`config.mk`:
```
export PLATFORM = sky130hd
export DESIGN_NAME = tile_accumulator
export DESIGN_NICKNAME = d
export VERILOG_FILES = /design/src/rtl/tile_accumulator_pkg.sv /design/src/rtl/tile_accumulator_priority_grant.sv /design/src/rtl/tile_accumulator.sv
export SDC_FILE = /design/constraint.sdc
export NUM_CORES = 1
export LEC_CHECK = 0
export BUFFER_PORTS_ARGS = -buffer_cell sky130_fd_sc_hd__buf_2
export CAP_MARGIN = 0
export CELL_PAD_IN_SITES_DETAIL_PLACEMENT = 1
export CELL_PAD_IN_SITES_GLOBAL_PLACEMENT = 1
export CORE_AREA = 5 5 205 207
export CTS_CLUSTER_DIAMETER = 50
export DETAILED_ROUTE_END_ITERATION = 10
export DIE_AREA = 0 0 210 212
export HOLD_SLACK_MARGIN = 0.03
export PLACE_DENSITY_LB_ADDON = 0.1
export SYNTH_ARGS = -nofsm -noshare
export SYNTH_HDL_FRONTEND = slang
export SYNTH_SLANG_ARGS = --single-unit
```
`constraint.sdc`:
```
create_clock -name clk -period 14 [get_ports clk]
set_clock_uncertainty 0.1 [all_clocks]
set_input_delay 2.8 -clock clk [delete_from_list [all_inputs] [get_ports clk]]
set_output_delay 2.8 -clock clk [all_outputs]
set_load 0.005 [all_outputs]
```
`src/rtl/tile_accumulator_pkg.sv`:
```
// ============================================================================
// Module   : tile_accumulator_pkg
// Brief    : Shared defaults, state encoding and helpers for tile_accumulator.
// Revision : 1.0
// ============================================================================
`default_nettype none

package tile_accumulator_pkg;

    localparam int DEF_DATA_WIDTH  = 32;
    localparam int DEF_MAX_LEN_LOG = 7;
    localparam int DEF_NUM_MUL     = 3;

    typedef enum logic [1:0] {
        S_IDLE  = 2'd0,
        S_ACCUM = 2'd1,
        S_HOLD  = 2'd2
    } state_t;

    function automatic int idx_width(input int n);
        return (n > 1) ? $clog2(n) : 1;
    endfunction

endpackage

`default_nettype wire

```
`src/rtl/tile_accumulator_priority_grant.sv`:
```
// ============================================================================
// Module   : tile_accumulator_priority_grant
// Brief    : Combinational fixed-priority arbiter, lowest unmasked request wins.
// Revision : 1.0
// ============================================================================
`default_nettype none

module tile_accumulator_priority_grant
    import tile_accumulator_pkg::*;
#(
    parameter int N     = DEF_NUM_MUL,
    parameter int IDX_W = idx_width(N)
) (
    input  logic [N-1:0]     req,
    input  logic [N-1:0]     mask,
    output logic [N-1:0]     grant,
    output logic [IDX_W-1:0] grant_idx,
    output logic             grant_any
);

    logic [N-1:0] eligible;

    always_comb begin
        eligible  = req & ~mask;
        // Two's-complement trick isolates the lowest set bit.
        grant     = eligible & (~eligible + 1'b1);
        grant_any = |eligible;
        grant_idx = '0;
        for (int i = N - 1; i >= 0; i--) begin
            if (eligible[i]) begin
                grant_idx = IDX_W'(i);
            end
        end
    end

endmodule

`default_nettype wire

```
`src/rtl/tile_accumulator.sv`:
```
// ============================================================================
// Module   : tile_accumulator
// Brief    : Arbitrates 2x2 partial tiles from NUM_MUL multipliers, sums
//            tile_count of them and holds the result until acknowledged.
// Revision : 1.0
// ============================================================================
`default_nettype none

module tile_accumulator
    import tile_accumulator_pkg::*;
#(
    parameter int DATA_WIDTH  = DEF_DATA_WIDTH,
    parameter int MAX_LEN_LOG = DEF_MAX_LEN_LOG,
    parameter int NUM_MUL     = DEF_NUM_MUL
) (
    input  logic                          clk,
    input  logic                          reset,
    input  logic                          start,
    input  logic [MAX_LEN_LOG-1:0]        tile_count,
    input  logic [NUM_MUL-1:0]            mul_finish,
    input  logic [NUM_MUL*DATA_WIDTH-1:0] mul_c11,
    input  logic [NUM_MUL*DATA_WIDTH-1:0] mul_c12,
    input  logic [NUM_MUL*DATA_WIDTH-1:0] mul_c21,
    input  logic [NUM_MUL*DATA_WIDTH-1:0] mul_c22,
    output logic [NUM_MUL-1:0]            mul_c_ack,
    output logic [DATA_WIDTH-1:0]         acc_c11,
    output logic [DATA_WIDTH-1:0]         acc_c12,
    output logic [DATA_WIDTH-1:0]         acc_c21,
    output logic [DATA_WIDTH-1:0]         acc_c22,
    output logic                          acc_valid,
    input  logic                          acc_ack,
    output logic                          busy
);

    localparam int IDX_W = idx_width(NUM_MUL);
    localparam int LANES = 4;

    state_t                              state_q, state_d;
    logic [MAX_LEN_LOG-1:0]              tile_count_q, tile_count_d;
    logic [MAX_LEN_LOG-1:0]              cnt_q, cnt_d, cnt_inc;
    logic [LANES-1:0][DATA_WIDTH-1:0]    acc_q, acc_d, lane_in;
    logic [NUM_MUL-1:0]                  mul_c_ack_q, mul_c_ack_d;
    logic [NUM_MUL-1:0]                  gnt;
    logic [IDX_W-1:0]                    gnt_idx;
    logic                                gnt_any;
    logic                                load;
    int                                  base;

    // A unit still sees its own ack pulse while finish is high; masking stops a re-grant.
    tile_accumulator_priority_grant #(
        .N     (NUM_MUL),
        .IDX_W (IDX_W)
    ) u_grant (
        .req       (mul_finish),
        .mask      (mul_c_ack_q),
        .grant     (gnt),
        .grant_idx (gnt_idx),
        .grant_any (gnt_any)
    );

    always_comb begin
        base       = int'(gnt_idx) * DATA_WIDTH;
        lane_in[0] = mul_c11[base +: DATA_WIDTH];
        lane_in[1] = mul_c12[base +: DATA_WIDTH];
        lane_in[2] = mul_c21[base +: DATA_WIDTH];
        lane_in[3] = mul_c22[base +: DATA_WIDTH];
    end

    always_comb begin
        state_d      = state_q;
        tile_count_d = tile_count_q;
        cnt_d        = cnt_q;
        acc_d        = acc_q;
        mul_c_ack_d  = '0;
        cnt_inc      = cnt_q + 1'b1;
        load         = start && ((state_q == S_IDLE) || ((state_q == S_HOLD) && acc_ack));

        case (state_q)
            S_ACCUM: begin
                if (gnt_any) begin
                    for (int l = 0; l < LANES; l++) begin
                        acc_d[l] = acc_q[l] + lane_in[l];
                    end
                    cnt_d       = cnt_inc;
                    mul_c_ack_d = gnt;
                    if (cnt_inc == tile_count_q) begin
                        state_d = S_HOLD;
                    end
                end
            end
            S_HOLD: begin
                if (acc_ack) begin
                    state_d = S_IDLE;
                end
            end
            S_IDLE:  ;
            default: state_d = S_IDLE;
        endcase

        if (load) begin
            tile_count_d = tile_count;
            acc_d        = '0;
            cnt_d        = '0;
            state_d      = (tile_count == '0) ? S_HOLD : S_ACCUM;
        end
    end

    always_ff @(posedge clk) begin
        if (!reset) begin
            state_q      <= S_IDLE;
            tile_count_q <= '0;
            cnt_q        <= '0;
            acc_q        <= '0;
            mul_c_ack_q  <= '0;
        end else begin
            state_q      <= state_d;
            tile_count_q <= tile_count_d;
            cnt_q        <= cnt_d;
            acc_q        <= acc_d;
            mul_c_ack_q  <= mul_c_ack_d;
        end
    end

    assign mul_c_ack = mul_c_ack_q;
    assign acc_c11   = acc_q[0];
    assign acc_c12   = acc_q[1];
    assign acc_c21   = acc_q[2];
    assign acc_c22   = acc_q[3];
    assign acc_valid = (state_q == S_HOLD);
    assign busy      = (state_q != S_IDLE);

endmodule

`default_nettype wire

```
---- Yosys cells after proc, flatten, opt, wreduce, memory -nomap -nowiden ----
Index checks and enable logic that the tools add are counted.
storage, ports and cells
  register bits ........................... 147
  input port bits ......................... 398
  output and inout bits ................... 133
  logic and storage cells ................. 50
cells by class
  add/sub/neg operators ................... 6
  equal/unequal tests ..................... 7
  shifts and indexed selects .............. 4
  mux-type cells .......................... 9
  bitwise operators ....................... 5
  reduce and logical (&&, ||, !) cells .... 11
operators with widths
  kind                                                                      count
  96-bit by 8-bit variable part select with 32-bit output                   4
  32-bit adder                                                              4
  2-bit 2-to-1 mux                                                          8
  7-bit by 1-bit adder with 7-bit output (second input constant)            1
  7-bit == test                                                             1
  7-bit zero test                                                           1
  3-bit AND                                                                 2
  3-bit inequality test (second input constant)                             2
  3-bit NOT                                                                 2
  2-bit one-hot mux with 3 select lines                                     1
  4-bit AND reduction                                                       1
  3-bit by 1-bit adder with 3-bit output (second input constant)            1
  3-bit by 1-bit inequality test with 1-bit output (second input constant)  1
  3-bit AND reduction                                                       1
  3-bit OR reduction                                                        1
  2-bit by 1-bit == test with 1-bit output (second input constant)          1
  2-bit == test (second input constant)                                     1
  1-bit logical AND                                                         2
  2-bit zero test                                                           1
  2-bit inequality test (second input constant)                             1
  2-bit AND reduction                                                       1
  2-bit nonzero test                                                        1
  2-bit OR reduction                                                        1
  1-bit logical OR                                                          1
  1-bit NOT                                                                 1

---- Logic depth before layout (Yosys ltp) ----
Gate-level depths: netlist of the first run.
  depth in word-level cells ............... 7
  depth in mapped cells ................... 20
  mapped depth without buffers ............ 16

---- Hierarchy ----
Synthesis of the first run repeated with hierarchy kept, for this count alone.
second synthesis, totals
  cell total of the unflattened synthesis .. 1960
  area total of the unflattened synthesis .. 14358.8 µm²
modules (own cells, without submodules)
  module                           instances  cells an instance  area an instance (µm²)  sequential area each (µm²)
  tile_accumulator                 1          1952               14298.7                 2942.8
  tile_accumulator_priority_grant  1          8                  60.1                    0.0

---- Least setup slack after synthesis of the first run ----
No wires, ideal clock.
  path kind ............................... input port to flip-flop
  from .................................... input mul_finish[0]
  to ...................................... register acc_q, in the netlist acc_c22[28]
  library setup time ...................... 0.126 ns
  data arrival time ....................... 6.260 ns
  data required time ...................... 13.774 ns
  path slack .............................. 7.515 ns
  stages .................................. 20
  path buffers ............................ 4
  path through ............................ nand2b_1 nor2b_1 buf_2 buf_2 buf_2 buf_2 mux2i_1 a21oi_1 ha_1 inv_1 fa_1 nand2b_1 a211o_1 a211o_1 nand4_1 a21oi_2 nor4_1 a211o_1 xnor2_1 o21ai_1
on the way
  longest elaborated chain between the ends .. 4
  elaborated cells on any way between the ends .. 6
  those cells by class .................... add/sub (1); shift (1); mux (1); bitwise (1); reduce/logical (2)
RTL lines
  element                                                  line                                   RTL
  from (decl)                                              tile_accumulator.sv:20                 input logic [NUM_MUL-1:0] mul_finish,
  3-bit AND (*)                                            tile_accumulator_priority_grant.sv:24  eligible = req & ~mask;
  2-bit 2-to-1 mux                                         tile_accumulator_priority_grant.sv:30  if (eligible[i]) begin
  96-bit by 8-bit variable part select with 32-bit output  tile_accumulator.sv:66                 lane_in[3] = mul_c22[base +: DATA_WIDTH];
  32-bit adder                                             tile_accumulator.sv:82                 acc_d[l] = acc_q[l] + lane_in[l];
  to (signal assigned)                                     tile_accumulator.sv:113                acc_q <= '0;
  to (signal assigned)                                     tile_accumulator.sv:119                acc_q <= acc_d;
  to (decl)                                                tile_accumulator.sv:41                 logic [LANES-1:0][DATA_WIDTH-1:0] acc_q, acc_d, lane_in;
Mark *: on every way between the ends. The rest lies on a longest branch, timed or not.
A chain may end at the register's enable or synchronous reset.

---- Final worst setup path of the first run ----
  from .................................... input mul_finish[0]
  to ...................................... register acc_q, in the netlist acc_c22[24]
Same word-level chain as after synthesis.

==> results of run 1 <==
==> final cells by class <==
class,count,area (sq um)
Fill cell,5201,22400
Antenna cell,2,5.00
Clock buffer,18,439
Clock inverter,14,180
Timing Repair Buffer,540,2740
Multi-Input combinational cell,1628,10700
Sequential cell,147,2940
Inverter,38,143
Tap cell,532,666
==> cell usage in the layout (no fill, tap or decap), types with 17 or more instances in the layout <==
| master | count |
|---|---|
| buf_2 | 530 |
| a21oi_1 | 301 |
| nand2_1 | 221 |
| nor2_1 | 210 |
| dfxtp_1 | 147 |
| mux2i_1 | 137 |
| ha_1 | 137 |
| o21ai_0 | 106 |
| xnor2_1 | 63 |
| a21o_1 | 54 |
| xor2_1 | 47 |
| inv_1 | 38 |
| nand3_1 | 33 |
| o21ai_1 | 29 |
| nand4_1 | 25 |
| nor2b_1 | 23 |
| nand2b_1 | 20 |
| clkbuf_16 | 17 |
==> how the worst max path moves through the flow <==
stage | start | end | slack (ns) | depth (start not counted)
6_report | mul_finish[0] | acc_c22[24]$_SDFFE_PP0P_ | 6.66 | 19
5_1_grt | mul_finish[0] | acc_c22[26]$_SDFFE_PP0P_ | 6.35 | 19
4_1_cts | mul_finish[0] | acc_c22[28]$_SDFFE_PP0P_ | 6.70 | 19
3_5_place_dp | mul_finish[0] | acc_c22[28]$_SDFFE_PP0P_ | 6.22 | 19
3_3_place_gp | mul_finish[0] | acc_c22[24]$_SDFFE_PP0P_ | 6.34 | 19
2_1_floorplan | mul_finish[0] | acc_c22[28]$_SDFFE_PP0P_ | 7.51 | 20
==> power breakdown <==
part / internal, uW / switching (uW) / leakage, uW
sequential: 451 / 30.2 / 0.00120
clock: 287 / 212 / 0.000285
combinational: 289 / 409 / 0.00705
total: 1030 / 651 / 0.00853
==> kinds of logic (layout without fill, tap and decap cells) <==
| family | after synthesis | count (layout) | share of synthesized area |
|---|---|---|---|
| multiplexers | 138 | 138 | 0.0979 |
| flip-flops | 147 | 147 | 0.208 |
| XOR/XNOR | 110 | 110 | 0.0682 |
| AO/OA/AOI/OAI | 635 | 635 | 0.271 |
| adder cells (fa/ha/maj) | 141 | 141 | 0.127 |
| other | 0 | 2 | 0 |
| AND/OR/NAND/NOR | 604 | 604 | 0.189 |
| buffers and inverters | 139 | 610 | 0.0385 |
==> sequential cells by signal (all words and copies together), names as in the netlist <==
signal        count
acc_c11          32
acc_c12          32
acc_c21          32
acc_c22          32
cnt_q             7
tile_count_q      7
mul_c_ack         3
state_q           2
==> layer usage <==
layer | GRT usage | share of wire | vias to the layer above
li1 | - | - | 7788
met5 | 0 | 0 | -
met4 | 0.0533 | 0.015 | 0
met1 | 0.296 | 0.43 | 7362
met2 | 0.451 | 0.51 | 308
met3 | 0.0434 | 0.045 | 35
==> stage by stage <==
step / instances / util / cell area [sq um]
global route: 2919 / 0.443 / 17800
global placement: 2885 / 0.427 / 17200
floorplan: 1914 / - / 14100
detailed placement: 2885 / 0.427 / 17200
CTS: 2917 / 0.443 / 17800
finish: 2919 / 0.443 / 17800
==> worst max-delay path, stage by stage <==
cell      delay, ns
buf_2          0.10
nand2b_1       0.23
nor2b_4        0.24
buf_4          0.61
buf_4          0.68
mux2i_1        0.16
a21oi_1        0.18
ha_1           0.22
inv_1          0.08
fa_1           0.41
nand2b_1       0.21
a211o_1        0.30
a211o_1        0.32
nand4_1        0.18
a21oi_2        0.12
o21a_1         0.24
o21ai_1        0.17
xnor2_1        0.13
o21ai_1        0.08
==> flow_metrics.env, run 1 <==
export IMPL_drc=0
export IMPL_yosys_area_top_type="dfxtp_1"
export IMPL_synth_ff_type="dfxtp_1"
export IMPL_ant_nets=0
export IMPL_hold_viol_final=0
export IMPL_groute_usage_overall=0.244
export IMPL_boundaryPins=531
export IMPL_synthesis_instances=1914
export IMPL_syn_nets=2453
export IMPL_hold_class="flop to flop"
export IMPL_path_max_fanout=44
export IMPL_ys_ff_latch=147
export IMPL_dpl_hpwl_microns=46200
export IMPL_totalPowerFinal_uw=1680
export IMPL_synth_area_per_cell_sq_um=7.38
export IMPL_post_place_ws_ns=6.22
export IMPL_worstSetupEndpointType="flop"
export IMPL_clk_pin_slew_ns=0.07
export IMPL_cp_start_kind="input port"
export IMPL_synthTopCellsByArea="dfxtp_1, ha_1, a21oi_1"
export IMPL_r2r_start="mul_c_ack[0]$_SDFF_PN0_"
export IMPL_r2r_end="acc_c22[24]$_SDFFE_PP0P_"
export IMPL_routed_wl_microns=56800
export IMPL_ctsHtreeMaxLevel=4
export IMPL_synth_edf_count=0
export IMPL_min_period_over_period=0.525
export IMPL_synthDistinctLibCells=80
export IMPL_yosysWarnings=0
export IMPL_worst_pin_slew_ns=0.895
export IMPL_setup_viol=0
export IMPL_drv_cap=0
export IMPL_hold_end="acc_c21[17]$_SDFFE_PP0P_"
export IMPL_netlist_area_leader_share=0.208
export IMPL_seq_area_frac_synth=0.208
export IMPL_cts_made_buffers=17
export IMPL_grt_ovfl_total=0
export IMPL_synth_commonest_cells="a21oi_1, nand2_1, nor2_1"
export IMPL_cp_data_arrival_time_ns=7.56
export IMPL_slew_headroom=0.403
export IMPL_post_cts_buffers=0
export IMPL_worst_hold_slack_ns=0.368
export IMPL_dr_total_vias=15493
export IMPL_hold_start="acc_c21[17]$_SDFFE_PP0P_"
export IMPL_r2r_slack_ns=8.74
export IMPL_crit_required_ns=14.21
export IMPL_cts_tree="yes"
export IMPL_irDropWorstVdd_mv=0.0809
export IMPL_rsz0062_at_grt="no"
export IMPL_antenna_found_initial=3
export IMPL_cts_buffer_depth=2
export IMPL_cts_sinks=147
export IMPL_io_buffers=530
export IMPL_clkLatencyLatePin_ns=0.44
export IMPL_syn_cell_area_sq_um=14100
export IMPL_clock_root_buffer="clkbuf_16"
export IMPL_yosysMostFrequentCell="a21oi_1"
export IMPL_async_reset_ff_frac=0
export IMPL_grt_pass1_wl_microns=87400
export IMPL_ctsResizeCount=0
export IMPL_die_y_microns=212
export IMPL_grt_pass1_vias=15897
export IMPL_hold_path_depth=2
export IMPL_gp_congestion=0.883
export IMPL_core_sq_um=40200
export IMPL_maxSlewViolCount=0
export IMPL_rr_worst_depth=18
export IMPL_row_count=74
export IMPL_power_density_nw_per_um2=94.3
export IMPL_path_class="input port to flop"
export IMPL_min_period_ns=7.34
export IMPL_start_util=0.351
export IMPL_power_leakage_uw=0.00853
export IMPL_drive_gt1_frac=0.257
export IMPL_dieArea_sq_um=44500
export IMPL_grt_max_degree=149
export IMPL_drt_first_pass_iters=4
export IMPL_status="finished, final reports clean"
export IMPL_fp_dieW_microns=210
export IMPL_vias_per_cell=5.31
export IMPL_area_delta_synth_final_pct=26.0
export IMPL_drtIter0Drc=574
export IMPL_layout_nets=2911
export IMPL_avgRoutedWirePerCell_microns=19.5
export IMPL_setup_tns_ns=0
export IMPL_worst_slack_ns=6.66
export IMPL_ctsHoldBuffers=0
export IMPL_fmax_ghz=0.136
Note: power is estimated with default switching activity, not from simulation.
==> run 2: changes to the inputs <==
- ABC_AREA: unset -> 1
- CORE_AREA: 5 5 205 207 -> unset
- CORE_MARGIN: unset -> 5
- CORE_UTILIZATION: unset -> 32
- DIE_AREA: 0 0 210 212 -> unset
- clock period: 14 -> 6.1 ns (I/O delays scaled with it)
==> flow_metrics.env, run 2 <==
export IMPL_status="finished, final reports clean"
export IMPL_async_reset_ff_frac=0
export IMPL_syn_nets=3563
export IMPL_fin_area_sq_um=20700
export IMPL_synth_compound_area_frac=0.166
export IMPL_fmax_ghz=0.209
export IMPL_row_count=84
export IMPL_seq_area_frac_synth=0.173
export IMPL_routed_wl_microns=86200
export IMPL_synth_ff_type="dfxtp_1"
export IMPL_antenna_found_initial=2
export IMPL_io_buffers=530
export IMPL_ant_nets=0
export IMPL_ctsResizeCount=0
export IMPL_ctsHtreeMaxLevel=4
export IMPL_crit_path_end="acc_c12[16]$_SDFFE_PP0P_"
export IMPL_slew_headroom=0.261
export IMPL_crit_cells=21
export IMPL_cts_buffer_depth=2
export IMPL_dieArea_sq_um=57700
export IMPL_path_common_cell="nand2_1"
export IMPL_worst_hold_slack_ns=0.383
export IMPL_power_leakage_uw=0.0117
export IMPL_synthDistinctLibCells=41
export IMPL_placed_area_sq_um=20100
export IMPL_dpl_hpwl_microns=72600
export IMPL_maxSlewViolCount=0
export IMPL_grt_max_degree=92
export IMPL_yosys_area_share_simple=0.397
export IMPL_fillers=7396
export IMPL_grt_ovfl_total=0
export IMPL_synth_commonest_cells="nand2_1, nor2_1, inv_1"
export IMPL_ys_ff_latch=147
export IMPL_synth_top_family_by_area="simple AND/OR/NAND/NOR gates"
export IMPL_synth_area_per_cell_sq_um=5.61
export IMPL_boundaryPins=531
export IMPL_drc=0
export IMPL_setup_tns_ns=0
export IMPL_fp_dieW_microns=240
export IMPL_r2r_start="mul_c_ack[2]$_SDFF_PN0_"
export IMPL_cp_data_arrival_time_ns=5.08
export IMPL_power_density_nw_per_um2=218
export IMPL_post_cts_buffers=0
export IMPL_hold_class="flop to flop"
export IMPL_irDropWorstVdd_mv=0.246
export IMPL_cp_buffers_inverters=6
export IMPL_drtIter0Drc=984
export IMPL_area_delta_synth_final_pct=21.9
export IMPL_start_util=0.323
export IMPL_worstSetupStartpoint="mul_finish[2]"
export IMPL_synthesis_instances=3024
export IMPL_crit_slowest_cell="nand3_4"
export IMPL_regArea_sq_um=2940
export IMPL_die_y_microns=240
export IMPL_clkLatencyLatePin_ns=0.50
export IMPL_cts_tree="yes"
export IMPL_clk_pin_slew_ns=0.07
export IMPL_setup_viol=0
export IMPL_rr_worst_depth=19
export IMPL_core_sq_um=52600
export IMPL_cts_sinks=147
export IMPL_slowest_delay_ns=0.65
export IMPL_dr_total_vias=21523
export IMPL_grt_pass1_vias=22224
export IMPL_synth_xor_area_frac=0.0268
export IMPL_crit_required_ns=6.39
export IMPL_yosysMostFrequentCell="nand2_1"
export IMPL_yosysWarnings=0
export IMPL_rsz0062_at_grt="no"
export IMPL_mostFrequentLayoutCells="nand2_1, buf_2, nor2_1, inv_1, nand3_1"
export IMPL_grt_pass1_wl_microns=129000
export IMPL_drive_gt1_frac=0.179
export IMPL_final_common_cell="nand2_1"
export IMPL_gp_congestion=0.982
export IMPL_cp_top_family="simple AND/OR/NAND/NOR gates"
export IMPL_yosys_area_top_type="nand2_1"
export IMPL_totalPowerFinal_uw=4500
export IMPL_r2r_end="acc_c12[16]$_SDFFE_PP0P_"
export IMPL_avgRoutedWirePerCell_microns=20.5
export IMPL_synthAdderAreaFrac=0.106
export IMPL_synth_edf_count=0
export IMPL_worst_pin_slew_ns=1.11
export IMPL_synthMuxAreaShare=0
export IMPL_netlist_area_leader_share=0.197
export IMPL_path_max_fanout=44
export IMPL_cp_start_kind="input port"
export IMPL_r2r_slack_ns=1.80
export IMPL_multi_input_area_sq_um=11800
export IMPL_path_class="input port to flop"
export IMPL_ctsHoldBuffers=0
export IMPL_vias_per_cell=5.13
export IMPL_layout_nets=4033
export IMPL_drv_cap=0
export IMPL_min_period_over_period=0.785
export IMPL_cts_made_buffers=17
export IMPL_clock_root_buffer="clkbuf_16"
export IMPL_syn_cell_area_sq_um=17000
export IMPL_hold_viol_final=0
export IMPL_min_period_ns=4.79
export IMPL_drt_first_pass_iters=5
export IMPL_synthTopCellsByArea="nand2_1, dfxtp_1, nor2_1"
export IMPL_path_cells="buf_2, inv_1, nor2_1, nand3_4, buf_12, a31oi_1, ha_1, inv_1, fa_1, inv_1, nand3_1, nand2_1, nand2_1, nand2_1, nand2_1, nand2_1, nand2_1, nand3_1, nand3_1, nand2_1, inv_1"
export IMPL_worstSetupEndpointType="flop"
export IMPL_groute_usage_overall=0.287
[run 2: cell count changes in the layout (fill, tap and decap cells not counted), sizes merged, moves of 136 or more]
cell and delta:
nand3 +147, nand2 +672, nor2 +290, a21oi -136
mux2i -137, inv +374
[run 2: area by class of cell]
type	count	share of cell area
well taps	688	0.0416
flip-flops and latches	147	0.142
diodes	1	0.000121
clock inverters	11	0.00732
inverters	414	0.0755
repair buffers	552	0.139
clock buffers	21	0.0227
multi-input cells	2362	0.572
[run 2: layer usage]
layer / GRT usage / part of all wire / wire, microns / up-vias
met5: 0 / 0 / 0 / -
met3: 0.0479 / 0.046 / 3950 / 62
li1: - / - / - / 10631
met2: 0.523 / 0.50 / 43300 / 477
met1: 0.355 / 0.43 / 37400 / 10353
met4: 0.0653 / 0.019 / 1610 / 0
[run 2: cells by family after synthesis]
family,Yosys count
simple gates,1663
compound gates,506
fa+ha+maj,141
xor+xnor,52
flops,147
buf+inv,515
[run 2: through the flow]
stage,util,setup slack [ns],instances
after floorplan,-,2.17,3024
after global placement,0.382,0.775,4163
after detailed placement,0.382,0.781,4163
after CTS,0.394,1.30,4195
after global routing,0.394,1.04,4195
final,0.394,1.31,4196
[run 2: how the worst min path moves through the flow]
stage / slack, ns / end / cells after the start / from
2_1_floorplan: 0.34 / tile_count_q[2]$_SDFFE_PN0P_ / 2 / tile_count_q[2]$_SDFFE_PN0P_
4_1_cts: 0.39 / tile_count_q[2]$_SDFFE_PN0P_ / 2 / tile_count_q[2]$_SDFFE_PN0P_
5_1_grt: 0.42 / tile_count_q[2]$_SDFFE_PN0P_ / 2 / tile_count_q[2]$_SDFFE_PN0P_
3_5_place_dp: 0.38 / tile_count_q[2]$_SDFFE_PN0P_ / 2 / tile_count_q[2]$_SDFFE_PN0P_
3_3_place_gp: 0.37 / tile_count_q[2]$_SDFFE_PN0P_ / 2 / tile_count_q[2]$_SDFFE_PN0P_
6_report: 0.38 / tile_count_q[2]$_SDFFE_PN0P_ / 2 / tile_count_q[2]$_SDFFE_PN0P_
[run 2: report_power, final]
part | leakage [uW] | switching, uW | total (uW) | internal (uW)
logic | 0.0102 | 1420 | 2150 | 723
clock network | 0.000292 | 514 | 1190 | 677
registers | 0.00120 | 110 | 1160 | 1050
[run 2: worst reg2reg max path: stages (launching register included)]
cell and delay [ns]:
dfxtp_1 0.32, nor2_1 0.22, nand3_4 0.65, buf_12 0.47, a31oi_1 0.34, ha_1 0.30
inv_1 0.11, fa_1 0.45, inv_1 0.13, nand3_1 0.08, nand2_1 0.17, nand2_1 0.07
nand2_1 0.16, nand2_1 0.07, nand2_1 0.13, nand2_1 0.10, nand3_1 0.08, nand3_1 0.13
nand2_1 0.09, inv_1 0.04
==> run 3: changes to the inputs <==
- clock period: 6.1 -> 4.4 ns (I/O delays scaled with it)
==> flow_metrics.env, run 3 (synthesized netlist as in run 2, its figures left out) <==
export IMPL_path_class="input port to flop"
export IMPL_vias_per_cell=5.10
export IMPL_r2r_slack_ns=0.79
export IMPL_die_y_microns=240
export IMPL_drc=0
export IMPL_drive_gt1_frac=0.182
export IMPL_power_leakage_uw=0.0118
export IMPL_grt_max_degree=86
export IMPL_layout_cells_non_filler=4217
export IMPL_met3_usage=0.0422
export IMPL_antenna_found_initial=9
export IMPL_seqPwrFrac=0.256
export IMPL_routed_wl_microns=84000
export IMPL_irDropWorstVdd_mv=0.321
export IMPL_grt_pass1_vias=22367
export IMPL_power_density_nw_per_um2=300
export IMPL_cp_start_kind="input port"
export IMPL_min_period_over_period=0.844
export IMPL_rsz0062_at_grt="no"
export IMPL_setup_tns_ns=0
export IMPL_hold_viol_final=0
export IMPL_slowest_delay_ns=0.46
export IMPL_dr_total_vias=21518
export IMPL_crit_required_ns=4.70
export IMPL_netSwitchingFraction=0.448
export IMPL_met2_usage=0.517
export IMPL_internal_power_uw=3460
export IMPL_layout_nets=4050
export IMPL_grt_use_met1=0.346
export IMPL_clkLatencyLatePin_ns=0.50
export IMPL_start_util=0.323
export IMPL_rr_worst_depth=17
export IMPL_cp_buffers_inverters=5
export IMPL_clock_root_buffer="clkbuf_16"
export IMPL_clk_pin_slew_ns=0.07
export IMPL_cts_sinks=147
export IMPL_clkPwrFrac=0.266
export IMPL_hold_path_depth=2
export IMPL_groute_usage_overall=0.282
export IMPL_core_sq_um=52600
export IMPL_ant_nets=0
export IMPL_drv_cap=0
export IMPL_fillers=7431
export IMPL_r2r_end="acc_c12[18]$_SDFFE_PP0P_"
export IMPL_avgRoutedWirePerCell_microns=19.9
export IMPL_worstSetupEndpointType="flop"
export IMPL_setup_viol=0
export IMPL_worst_pin_slew_ns=0.705
export IMPL_cts_made_buffers=17
export IMPL_dp_cells=4180
export IMPL_cp_top_family="simple AND/OR/NAND/NOR gates"
export IMPL_path_max_fanout=52
export IMPL_cts_buffer_depth=2
export IMPL_io_buffers=530
export IMPL_gp_congestion=0.960
export IMPL_row_count=84
export IMPL_boundaryPins=531
export IMPL_p_switching_uw=2810
export IMPL_hold_class="flop to flop"
export IMPL_area_delta_synth_final_pct=23.2
export IMPL_crit_slowest_cell="nor3_1"
export IMPL_fmax_ghz=0.269
export IMPL_drt_first_pass_iters=5
export IMPL_grt_pass1_wl_microns=127000
export IMPL_final_common_cell="nand2_1"
export IMPL_grt_ovfl_total=0
export IMPL_hold_end="tile_count_q[2]$_SDFFE_PN0P_"
export IMPL_dpl_hpwl_microns=70900
export IMPL_drtIter0Drc=933
export IMPL_dieArea_sq_um=57700
export IMPL_mostFrequentLayoutCells="nand2_1, buf_2, nor2_1, inv_1, nand3_1"
export IMPL_status="finished, final reports clean"
export IMPL_fp_dieW_microns=240
export IMPL_maxSlewViolCount=0
export IMPL_grt_busiest_layer="met2"
export IMPL_ctsResizeCount=0
export IMPL_slew_headroom=0.530
export IMPL_path_cells="buf_2, nand2_4, inv_1, nand2_4, buf_12, nand2_1, a31oi_1, ha_1, nand2_1, inv_1, nand2_1, nor3_1, nand4_1, nand3b_1, nor2_1, o21ai_1, inv_1"
export IMPL_cp_data_arrival_time_ns=4.01
export IMPL_cts_tree="yes"
export IMPL_post_cts_buffers=0
export IMPL_ctsHtreeMaxLevel=4
export IMPL_r2r_start="mul_c_ack[1]$_SDFF_PN0_"
export IMPL_min_period_ns=3.71
export IMPL_ctsHoldBuffers=0
export IMPL_hold_start="tile_count_q[2]$_SDFFE_PN0P_"
export IMPL_combPwrFrac=0.479
## run 3: final cells by class
type,instances,area [sq um],area share
Multi-Input combinational cell,2362,11800,0.566
Timing Repair Buffer,569,3080,0.147
Sequential cell,147,2940,0.141
Inverter,414,1560,0.0747
Tap cell,688,861,0.0412
Clock buffer,25,505,0.0242
Clock inverter,7,119,0.00568
Antenna cell,5,12.5,0.000598
## run 3: worst register-to-register path, cell delays in order, from the launching register on
cell	delay (ns)
dfxtp_1	0.36
inv_2	0.05
nand2_4	0.09
inv_1	0.08
nand2_4	0.15
buf_12	0.24
nand2_1	0.24
a31oi_1	0.38
ha_1	0.34
nand2_1	0.14
inv_1	0.07
nand2_1	0.14
nor3_1	0.46
nand4_1	0.25
nand3b_1	0.19
nor2_1	0.06
o21ai_1	0.13
inv_1	0.05
## run 3: how the worst max path moves through the flow
stage / startpoint / endpoint / slack [ns] / cells past startpoint
after floorplan: mul_finish[2] / acc_c22[30]$_SDFFE_PP0P_ / 0.81 / 22
after global placement: mul_finish[0] / acc_c12[18]$_SDFFE_PP0P_ / 0.20 / 18
after detailed placement: mul_finish[0] / acc_c11[25]$_SDFFE_PP0P_ / 0.27 / 20
after CTS: mul_finish[0] / acc_c12[18]$_SDFFE_PP0P_ / 0.77 / 18
after global routing: mul_finish[0] / acc_c11[25]$_SDFFE_PP0P_ / 0.54 / 20
final: mul_finish[1] / acc_c12[18]$_SDFFE_PP0P_ / 0.69 / 17
## run 3: power by group through the flow
stage,clock [uW],combinational [uW],sequential (uW)
floorplan,0,1900,1590
global placement,0,2940,1630
detailed placement,0,2990,1630
CTS,1710,3010,1610
global route,1750,3360,1620
finish,1670,3000,1600
## run 3: through the flow
step,utilization,worst slack [ns],hold WS (ns),power (uW),instance area [sq um]
after floorplan,-,0.813,0.344,3490,17000
after global placement,0.386,0.202,0.359,4570,20300
after detailed placement,0.386,0.268,0.370,4630,20300
after CTS,0.398,0.768,0.380,6320,20900
after global routing,0.398,0.543,0.412,6740,20900
final,0.398,0.688,0.377,6280,20900
## run 3: metal layers
layer,routed length [microns],up-vias
met5,13,-
met4,1770,2
met3,3830,81
met2,42300,515
met1,36100,10260
li1,-,10660
